[src/rtl/mem_arbiter.sv]
// Two-requester (loader / core) arbiter in front of a shared single-port RAM.
// Define ARB_ROUND_ROBIN_EN for alternating tie-break; default is fixed loader priority.
//
// state  | meaning
// -------+---------------------------------------------------------------
// IDLE   | waiting for a request; winner's fields latched on the way out
// ACCESS | RAM driven from latched fields, winner's grant pulsed
// RESP   | read data returned on rdata with rvalid, tagged with rid
module mem_arbiter #(
    parameter int ADDR_W = 5,
    parameter int DATA_W = 16
) (
    input  logic              clk,
    input  logic              rst_n,
    input  logic              ld_req,
    input  logic              ld_we,
    input  logic [ADDR_W-1:0] ld_addr,
    input  logic [DATA_W-1:0] ld_wdata,
    input  logic              cpu_req,
    input  logic              cpu_we,
    input  logic [ADDR_W-1:0] cpu_addr,
    input  logic [DATA_W-1:0] cpu_wdata,
    output logic              ld_gnt,
    output logic              cpu_gnt,
    output logic              rvalid,
    output logic              rid,
    output logic [DATA_W-1:0] rdata,
    output logic [ADDR_W-1:0] ram_addr,
    output logic [DATA_W-1:0] ram_wdata,
    output logic              ram_we,
    input  logic [DATA_W-1:0] ram_rdata,
    output logic              busy
);

    typedef enum logic [1:0] {
        S_IDLE   = 2'd0,
        S_ACCESS = 2'd1,
        S_RESP   = 2'd2
    } state_t;

    state_t              r_state;
    state_t              w_next;
    logic                r_we;
    logic                r_id;
    logic [ADDR_W-1:0]   r_addr;
    logic [DATA_W-1:0]   r_wdata;
    logic                w_any_req;
    logic                w_pick_cpu;
    logic                w_latch;

    assign w_any_req = ld_req | cpu_req;
    assign w_latch   = (r_state == S_IDLE) && w_any_req;

`ifdef ARB_ROUND_ROBIN_EN
    // r_last = 1 means the core won most recently; reset to core so the loader wins the first tie
    logic r_last;

    always_ff @(posedge clk or negedge rst_n) begin
        if (!rst_n) begin
            r_last <= 1'b1;
        end else if (w_latch) begin
            r_last <= w_pick_cpu;
        end
    end

    assign w_pick_cpu = cpu_req & (~ld_req | ~r_last);
`else
    assign w_pick_cpu = cpu_req & ~ld_req;
`endif

    always_ff @(posedge clk or negedge rst_n) begin
        if (!rst_n) begin
            r_state <= S_IDLE;
        end else begin
            r_state <= w_next;
        end
    end

    always_comb begin
        w_next = r_state;
        case (r_state)
            S_IDLE:   if (w_any_req) w_next = S_ACCESS;
            S_ACCESS: w_next = r_we ? S_IDLE : S_RESP;
            S_RESP:   w_next = S_IDLE;
            default:  w_next = S_IDLE;
        endcase
    end

    always_ff @(posedge clk or negedge rst_n) begin
        if (!rst_n) begin
            r_we    <= 1'b0;
            r_id    <= 1'b0;
            r_addr  <= '0;
            r_wdata <= '0;
        end else if (w_latch) begin
            r_id    <= w_pick_cpu;
            r_we    <= w_pick_cpu ? cpu_we    : ld_we;
            r_addr  <= w_pick_cpu ? cpu_addr  : ld_addr;
            r_wdata <= w_pick_cpu ? cpu_wdata : ld_wdata;
        end
    end

    // RAM address/data follow the latch registers so they hold between accesses
    assign ram_addr  = r_addr;
    assign ram_wdata = r_wdata;

    always_comb begin
        ld_gnt  = 1'b0;
        cpu_gnt = 1'b0;
        ram_we  = 1'b0;
        rvalid  = 1'b0;
        rid     = 1'b0;
        rdata   = '0;
        busy    = (r_state != S_IDLE);
        case (r_state)
            S_ACCESS: begin
                ld_gnt  = ~r_id;
                cpu_gnt = r_id;
                ram_we  = r_we;
            end
            S_RESP: begin
                rvalid = 1'b1;
                rid    = r_id;
                rdata  = ram_rdata;
            end
            default: ;
        endcase
    end

endmodule

[config.mk]
export PLATFORM = sky130hd
export DESIGN_NAME = mem_arbiter
export DESIGN_NICKNAME = d
export VERILOG_FILES = /design/src/rtl/mem_arbiter.sv
export SDC_FILE = /design/constraint.sdc
export NUM_CORES = 1
export LEC_CHECK = 0
export BUFFER_PORTS_ARGS = -buffer_cell sky130_fd_sc_hd__buf_2
export CAP_MARGIN = 10
export CORE_MARGIN = 8
export CORE_UTILIZATION = 43
export CTS_BUF_LIST = sky130_fd_sc_hd__clkbuf_16
export DETAILED_ROUTE_END_ITERATION = 8
export PLACE_DENSITY = 0.85
export SKIP_LAST_GASP = 1
export SYNTH_ARGS = -nofsm -noshare
export SYNTH_HDL_FRONTEND = slang
export SYNTH_SLANG_ARGS = --single-unit
[constraint.sdc]
create_clock -name clk -period 2.81 [get_ports clk]
set_input_delay 0.1405 -clock clk [delete_from_list [all_inputs] [get_ports clk]]
set_output_delay 0.1405 -clock clk [all_outputs]
set_load 0.01 [all_outputs]
# After elaboration in Yosys (flattened, before gate mapping)
# Index checks and enable logic that the tools add are counted.
[classes]
n_eq_ne = 3
muxes = 12
bitwise_logic = 4
n_reduce_logical = 3
[ops]
columns = ["cell", "count"]
rows = [
  ["two-way mux 16 bit", 2],
  ["two-way mux 1 bit", 6],
  ["two-way mux 5 bit", 1],
  ["two-way mux 2 bit", 2],
  ["one-hot mux 2 bit (2 select lines)", 1],
  ["equality test 2 x 1 -> 1 bit, second input constant", 1],
  ["equality test 2 bit, second input constant", 1],
  ["zero test 2 bit", 1],
  ["!= test 2 bit, second input constant", 1],
  ["NOT 1 bit", 2],
  ["nonzero test 2 bit", 1],
  ["AND 1 bit", 1],
  ["logical AND 1 bit", 1],
  ["OR 1 bit", 1],
]
[word_totals]
ff_bits = 25
output_inout_bits = 43

# Logic depth before layout (Yosys ltp)
# Gate-level depths: netlist (run 1).
[depth]
depth_word = 3
ltp_mapped = 4
ltp_nobuf = 3

# Worst setup path after synthesis (run 1)
# OpenSTA, ideal clock, no wires.
[synth_path]
kind = "reg2reg"
start = "register r_state[0]"
end = "register r_addr[0], in the netlist ram_addr[0]"
setup_time_ns = 0.125
t_arrival_ns = 1.260
setup_slack_ns = 1.425
path_stages_with_launch = 5
n_path_buf = 1
synth_period_minus_slack_ns = 1.385
cell_sequence = "dfrtp_1 nor2_1 o21a_2 buf_4 mux2_2"
[synth_via]
elab_chain_len = 2
[synth_lines]
columns = ["item", "line_no", "text"]
rows = [
  ["from (decl)", "41", "state_t r_state;"],
  ["from (signal assigned)", "75", "r_state <= w_next;"],
  ["zero test 2 bit", "52", "assign w_latch = (r_state == S_IDLE) && w_any_req;"],
  ["logical AND 1 bit", "52", ""],
  ["to (signal assigned)", "98", "r_addr <= w_pick_cpu ? cpu_addr : ld_addr;"],
  ["to (decl)", "45", "logic [ADDR_W-1:0] r_addr;"],
]
# No other way between the ends.
# A chain may end at the register's enable or synchronous reset.

# Final worst setup path (run 1)
[layout_path]
start = "register r_state[0]"
end = "output port rdata[4]"
[layout_via]
elab_chain_len = 2
[layout_lines]
columns = ["item", "line_no", "text"]
rows = [
  ["equality test 2 bit", "115", "case (r_state)"],
  ["two-way mux 16 bit", "115", ""],
  ["to (decl)", "27", "output logic [DATA_W-1:0] rdata,"],
]
# No other way between the ends.

==> results of run 1 <==
[final cells by class]
type / count / area (um2) / share of cell area [%]
Clock buffer: 3 / 75.1 / 3.66
Clock inverter: 1 / 7.51 / 0.366
Inverter: 3 / 11.3 / 0.549
Multi-Input combinational cell: 72 / 734 / 35.8
Sequential cell: 25 / 626 / 30.5
Tap cell: 46 / 57.6 / 2.80
Timing Repair Buffer: 107 / 541 / 26.3
[cell usage in the layout (no fill, tap or decap)]
cell type and count:
mux2i_1 2, buf_2 106, and2_1 17, o21a_2 1
mux2_2 23, clkbuf_16 3, nor2_1 5, nand2b_1 1
inv_1 3, nand2b_4 1, nor2b_1 1, a21oi_1 2
dfrtp_1 25, dlygate4sd3_1 1, clkinvlp_4 1, mux2_4 19
[what timing repair did]
item                                   4_1_cts  5_1_grt
hold buffers                                 1        0
resized for setup                            0        0
endpoints found under the hold margin       25        0
[stage by stage]
step	hold slack [ns]	power, W	worst slack, ns	utilization (%)
after floorplan	-0.155	0.00120	1.43	-
after global placement	0.152	0.00152	1.19	60.6
after detailed placement	0.158	0.00155	1.12	60.6
after CTS	0.0812	0.00187	1.05	63.5
after global routing	0.0884	0.00197	0.884	63.5
final	0.0863	0.00184	1.08	63.5
[flip-flops by register name (all words and copies together) (netlist names)]
name and flops:
ram_wdata 16, ram_addr 5, r_state 2, r_id 1, r_we 1
[layer usage]
metal	share of wire [%]	vias to the layer above	global-route usage (%)
met5	0	-	0
met4	0.36	0	2.66
met3	15	2	6.41
met2	50	77	25.2
met1	35	541	12.9
li1	-	567	-
[worst reg2reg max path, delay by kind of cell, from the launching register on]
family,cells,cell delay (ns)
simple gates,1,0.23
flops,1,0.39
mux,1,0.41
compound gates,1,0.54
[worst max path at each step]
stage / cells past startpoint / start / slack, ns / endpoint
after floorplan: 4 / r_state[0] / 1.43 / ram_addr[0]
after global placement: 3 / r_state[0] / 1.19 / ram_wdata[11]
after detailed placement: 3 / r_state[0] / 1.12 / ram_wdata[12]
after CTS: 3 / r_state[0] / 1.05 / rdata[4]
after global routing: 3 / r_state[0] / 0.88 / rdata[4]
final: 3 / r_state[0] / 1.08 / rdata[4]
[kinds of logic (layout without fill, tap and decap cells)]
kind of cell / after synthesis / after routing / synth area share [%]
AND/OR/NAND/NOR: 25 / 25 / 10.7
AO/OA/AOI/OAI: 3 / 3 / 1.33
multiplexers: 44 / 44 / 39.9
buffers and inverters: 8 / 114 / 3.72
flip-flops: 25 / 25 / 44.3
[where the power goes]
group          switching [W]  internal (W)
combinational       0.000429      0.000460
sequential         0.0000934      0.000546
clock               0.000123      0.000193
==> impl_metrics.env, run 1 <==
export IMPL_status="complete, no violations"
export IMPL_cts_tree="yes"
export IMPL_path_clk_slew_ns=0.06
export IMPL_leakage_nw=1.15
export IMPL_synth_cell_types=15
export IMPL_holdCritStartpoint="ld_req"
export IMPL_finClkSkew_ns=0.00182
export IMPL_ys_flop_type="dfrtp_1"
export IMPL_cp_end_kind="output pin"
export IMPL_dp_cells=252
export IMPL_route_detailed_drc=0
export IMPL_vias_per_cell=4.62
export IMPL_slowest_stage="nor2b_1"
export IMPL_grt_max_degree=26
export IMPL_crit_required_ns=2.67
export IMPL_ir_worst_vdd_uv=420
export IMPL_synth_area_um2=1410
export IMPL_insertion_delay_ns=0.25
export IMPL_hold_viol=0
export IMPL_ios=107
export IMPL_stdcell_count=257
export IMPL_cts_htree_levels=1
export IMPL_place_area_um2=1960
export IMPL_num_nets_final=276
export IMPL_die_w_um=73.3
export IMPL_rows=21
export IMPL_max_slew_worst_pin_slew_ns=0.731
export IMPL_antenna_found_initial=0
export IMPL_core_area_um2=3230
export IMPL_drtIter0Drc=31
export IMPL_max_stage_delay_ns=0.58
export IMPL_fin_crit_ns=1.73
export IMPL_ys_ff_latch=25
export IMPL_gr_total_overflow=0
export IMPL_hold_depth=2
export IMPL_syn_inst=105
export IMPL_grt_pass1_vias=1218
export IMPL_synthTopCellsByArea="dfrtp_1 44%, mux2_4 20%, mux2_2 18%"
export IMPL_arrival_ns=1.59
export IMPL_crit_type="register to output pin"
export IMPL_holdCritPathClass="primary input to register"
export IMPL_clock_sinks=25
export IMPL_n_antenna_cell=0
export IMPL_ys_seq_area_share_pct=44.3
export IMPL_hpwlAfterDp_um=3250
export IMPL_synth_edf_count=0
export IMPL_rsz0062_at_grt="false"
export IMPL_maxCapViolCount=0
export IMPL_yosysWarnings=0
export IMPL_root_buffer="clkbuf_16"
export IMPL_synthToLayoutAreaGrowth_pct=45.3
export IMPL_synth_nets=169
export IMPL_period_share_pct=61.6
export IMPL_syn_avg_cell_area_um2=13.5
export IMPL_wl_per_cell_um=15.3
export IMPL_clockBufferDepth=2
export IMPL_whs_endpoint="r_id"
export IMPL_drv_slew=0
export IMPL_grt_use_total_pct=13.4
export IMPL_cp_start_kind="register"
export IMPL_rr_startpoint="r_state[0]"
export IMPL_die_h_um=73.3
export IMPL_setup_viol=0
export IMPL_synth_area_leader_cell="dfrtp_1"
export IMPL_grt_pass1_wl_um=5690
export IMPL_p_per_area_nw_per_um2=899
export IMPL_ant_nets=0
export IMPL_path_buf_inv=1
export IMPL_layout_drive_gt1_share_pct=73.0
export IMPL_cp_cell_sequence="nor2b_1 -> and2_1 -> buf_2"
export IMPL_place_gp_congestion=0.714
export IMPL_dieArea_um2=5380
export IMPL_cts_setup_buffers=0
export IMPL_fin_area_um2=2050
export IMPL_cp_top_family="simple AND/OR/NAND/NOR gates"
export IMPL_fmax_ghz=0.578
export IMPL_relSlewSlack_pct=51.2
export IMPL_routed_wl_um=3920
export IMPL_reg2reg_to="ram_wdata[1]"
export IMPL_cts_buffers=3
export IMPL_vias=1187
export IMPL_initial_utilization_pct=43.7
export IMPL_r2r_slack_ns=1.13
export IMPL_critPathMaxFanout=18
export IMPL_ys_top_cells_by_count="25 x dfrtp_1, 23 x mux2_2, 19 x mux2_4"
export IMPL_timing_setup_tns_ns=0
export IMPL_synth_top_area_share_pct=44.3
export IMPL_async_flop_share_pct=100
export IMPL_r2r_cells=3
export IMPL_numPortBuffers=106
export IMPL_fillers=290
export IMPL_synth_most_common_cell="dfrtp_1"
export IMPL_firstDrtPassIters=4
No activity file was read; power rests on OpenSTA's default activity.
==> run 2: changes to the inputs <==
--- a/config.mk
+++ b/config.mk
@@ -5,13 +5,14 @@
 export SDC_FILE = /design/constraint.sdc
 export NUM_CORES = 1
 export LEC_CHECK = 0
+export ABC_AREA = 1
 export BUFFER_PORTS_ARGS = -buffer_cell sky130_fd_sc_hd__buf_2
 export CAP_MARGIN = 10
 export CORE_MARGIN = 8
-export CORE_UTILIZATION = 43
+export CORE_UTILIZATION = 40
 export CTS_BUF_LIST = sky130_fd_sc_hd__clkbuf_16
 export DETAILED_ROUTE_END_ITERATION = 8
-export PLACE_DENSITY = 0.85
+export PLACE_DENSITY = 0.79
 export SKIP_LAST_GASP = 1
 export SYNTH_ARGS = -nofsm -noshare
 export SYNTH_HDL_FRONTEND = slang
==> constraint.sdc (replaced) <==
create_clock -name clk -period 1.6 [get_ports clk]
set_input_delay 0.08 -clock clk [delete_from_list [all_inputs] [get_ports clk]]
set_output_delay 0.08 -clock clk [all_outputs]
set_load 0.01 [all_outputs]
==> run 2 against run 1 <==
Against the previous run: critical path depth rose by 1; flip-flop and latch count did not move; highest routed layer unchanged; register-to-register slack lost 0.75 ns; via count increased by 40%; combinational power rose by 64%; critical endpoint is now rdata[1]; power up 68%; worst setup slack worse by 0.80 ns; synthesized cell count up 110%; largest cell class unchanged.
==> impl_metrics.env, run 2 <==
export IMPL_core_area_um2=3580
export IMPL_max_slew_worst_pin_slew_ns=0.880
export IMPL_n_antenna_cell=0
export IMPL_clockBufferDepth=2
export IMPL_synth_area_leader_cell="dfrtp_1"
export IMPL_final_common_cell="nand2_1"
export IMPL_drtIter0Drc=56
export IMPL_dieArea_um2=5850
export IMPL_hpwlAfterDp_um=3660
export IMPL_place_gp_congestion=0.783
export IMPL_insertion_delay_ns=0.26
export IMPL_final_core_util_pct=58.4
export IMPL_fmax_ghz=0.759
export IMPL_die_h_um=76.5
export IMPL_grt_pass1_vias=1603
export IMPL_p_sw_w=0.00126
export IMPL_critPathMaxFanout=18
export IMPL_grt_use_total_pct=15.6
export IMPL_maxCapViolCount=0
export IMPL_routed_wl_um=4680
export IMPL_synth_top_area_share_pct=42.7
export IMPL_whs_ns=0.102
export IMPL_firstDrtPassIters=4
export IMPL_ys_seq_area_share_pct=42.7
export IMPL_synth_cell_types=13
export IMPL_cts_tree="yes"
export IMPL_cts_htree_levels=1
export IMPL_ys_flop_type="dfrtp_1"
export IMPL_yosysWarnings=0
export IMPL_synth_nets=286
export IMPL_grt_pass1_wl_um=7670
export IMPL_synth_edf_count=0
export IMPL_layout_common_cells="112 x nand2_1, 106 x buf_2, 25 x dfrtp_1, 23 x nand3_1, 22 x nor2_1"
export IMPL_num_nets_final=389
export IMPL_ios=107
export IMPL_gr_total_overflow=0
export IMPL_timing_setup_tns_ns=0
export IMPL_cp_start_kind="register"
export IMPL_synthToLayoutAreaGrowth_pct=42.8
export IMPL_fillers=365
export IMPL_p_seq_share_pct=35.3
export IMPL_p_per_area_nw_per_um2=1480
export IMPL_holdCritPathClass="primary input to register"
export IMPL_cp_end_kind="output pin"
export IMPL_drv_slew=0
export IMPL_layout_drive_gt1_share_pct=36.7
export IMPL_crit_type="register to output pin"
export IMPL_intPower_w=0.00184
export IMPL_initial_utilization_pct=40.9
export IMPL_dp_cells=367
export IMPL_setup_viol=0
export IMPL_antenna_found_initial=0
export IMPL_regArea_um2=626
export IMPL_fin_crit_ns=1.32
export IMPL_grt_max_degree=26
export IMPL_ant_nets=0
export IMPL_cts_setup_buffers=0
export IMPL_die_w_um=76.5
export IMPL_status="complete, no violations"
export IMPL_stdcell_count=372
export IMPL_route_detailed_drc=0
export IMPL_path_clk_slew_ns=0.06
export IMPL_rsz0062_at_grt="false"
export IMPL_rows=22
export IMPL_pwr_share_comb_pct=47.1
export IMPL_arrival_ns=1.24
export IMPL_leakage_nw=1.39
export IMPL_root_buffer="clkbuf_16"
export IMPL_finClkSkew_ns=0.00188
export IMPL_relSlewSlack_pct=41.3
export IMPL_async_flop_share_pct=100
export IMPL_vias_per_cell=4.47
export IMPL_multi_input_area_um2=667
export IMPL_synth_most_common_cell="nand2_1"
export IMPL_syn_inst=222
export IMPL_synthTopCellsByArea="dfrtp_1 43%, nand2_1 29%, nand3_1 7.9%"
export IMPL_syn_avg_cell_area_um2=6.59
export IMPL_crit_required_ns=1.52
export IMPL_hold_viol=0
export IMPL_vias=1662
export IMPL_clock_sinks=25
export IMPL_ys_ff_latch=25
export IMPL_wl_per_cell_um=12.6
export IMPL_period_share_pct=82.3
export IMPL_p_clk_share_pct=17.6
export IMPL_synth_area_um2=1460
export IMPL_numPortBuffers=106
export IMPL_ir_worst_vdd_uv=579
export IMPL_cts_buffers=3
export IMPL_p_sw_share_pct=40.7
export IMPL_ys_top_cells_by_count="113 x nand2_1, 25 x dfrtp_1, 23 x nand3_1"
export IMPL_largest_register_ffs=16
-- run 2: cell count changes after synthesis, moves of 3 or more --
cell,change
buf_2,+7
mux2_2,-23
mux2_4,-19
buf_6,+3
and2_1,-17
nand2_1,+113
inv_1,+18
nor2_1,+17
nand3_1,+23
-- run 2: logic make-up after synthesis --
| group | count (synthesis) | share of synthesized area [%] |
|---|---|---|
| flip-flops | 25 | 42.7 |
| AO/OA/AOI/OAI | 2 | 0.940 |
| AND/OR/NAND/NOR | 161 | 44.4 |
| buffers and inverters | 34 | 11.9 |
-- run 2: worst paths after layout --
kind,from,end,slack (ns),cells after the start
setup reg to reg,r_state[1],r_id,0.38,5
min in group asynchronous,rst_n,ram_wdata[2],0.35,2
hold / removal,ld_addr[4],ram_addr[4],0.10,5
setup / recovery,r_state[0],rdata[1],0.28,4
hold reg to reg,r_we,r_state[1],0.45,1
max in group asynchronous,rst_n,ram_addr[4],0.89,2
-- run 2: metrics by stage --
stage          total power, W  cell area, um2  setup WS, ns
2_1_floorplan         0.00196            1460         0.582
3_3_place_gp          0.00254            2000         0.343
3_5_place_dp          0.00258            2000         0.277
5_1_grt               0.00336            2090         0.162
4_1_cts               0.00314            2090         0.111
6_report              0.00310            2090         0.283
-- run 2: layout make-up --
type                    count  area share, %
inverters                  22           3.95
flip-flops and latches     25           29.9
clock inverters             1          0.239
clock buffers               3           3.59
repair buffers            110           27.5
multi-input cells         163           31.9
well taps                  48           2.87
-- run 2: worst max-delay path, stage by stage (launching register included) --
cell     delay [ns]
dfrtp_1        0.39
inv_1          0.09
nand2_2        0.18
nor2_1         0.16
buf_2          0.16
-- run 2: power by group through the flow --
stage                     combinational, W  clock, W  sequential, W
after floorplan                   0.000746         0        0.00121
after global placement             0.00144         0        0.00109
after detailed placement           0.00149         0        0.00109
after CTS                          0.00149  0.000560        0.00109
after global routing               0.00164  0.000595        0.00113
final                              0.00146  0.000544        0.00109
-- run 2: per-layer routing --
layer | GRT usage (%) | share of wire [%] | up-vias
met3 | 4.25 | 6.5 | 4
met4 | 5.19 | 1.2 | 0
met1 | 17.7 | 44 | 732
met2 | 27.4 | 49 | 63
met5 | 0 | 0 | -
li1 | - | - | 863
-- run 2: timing repair --
item,CTS,global route
hold endpoints to repair,25,0
hold buffers,1,0
gates resized for setup,0,1
setup endpoints to repair,0,2
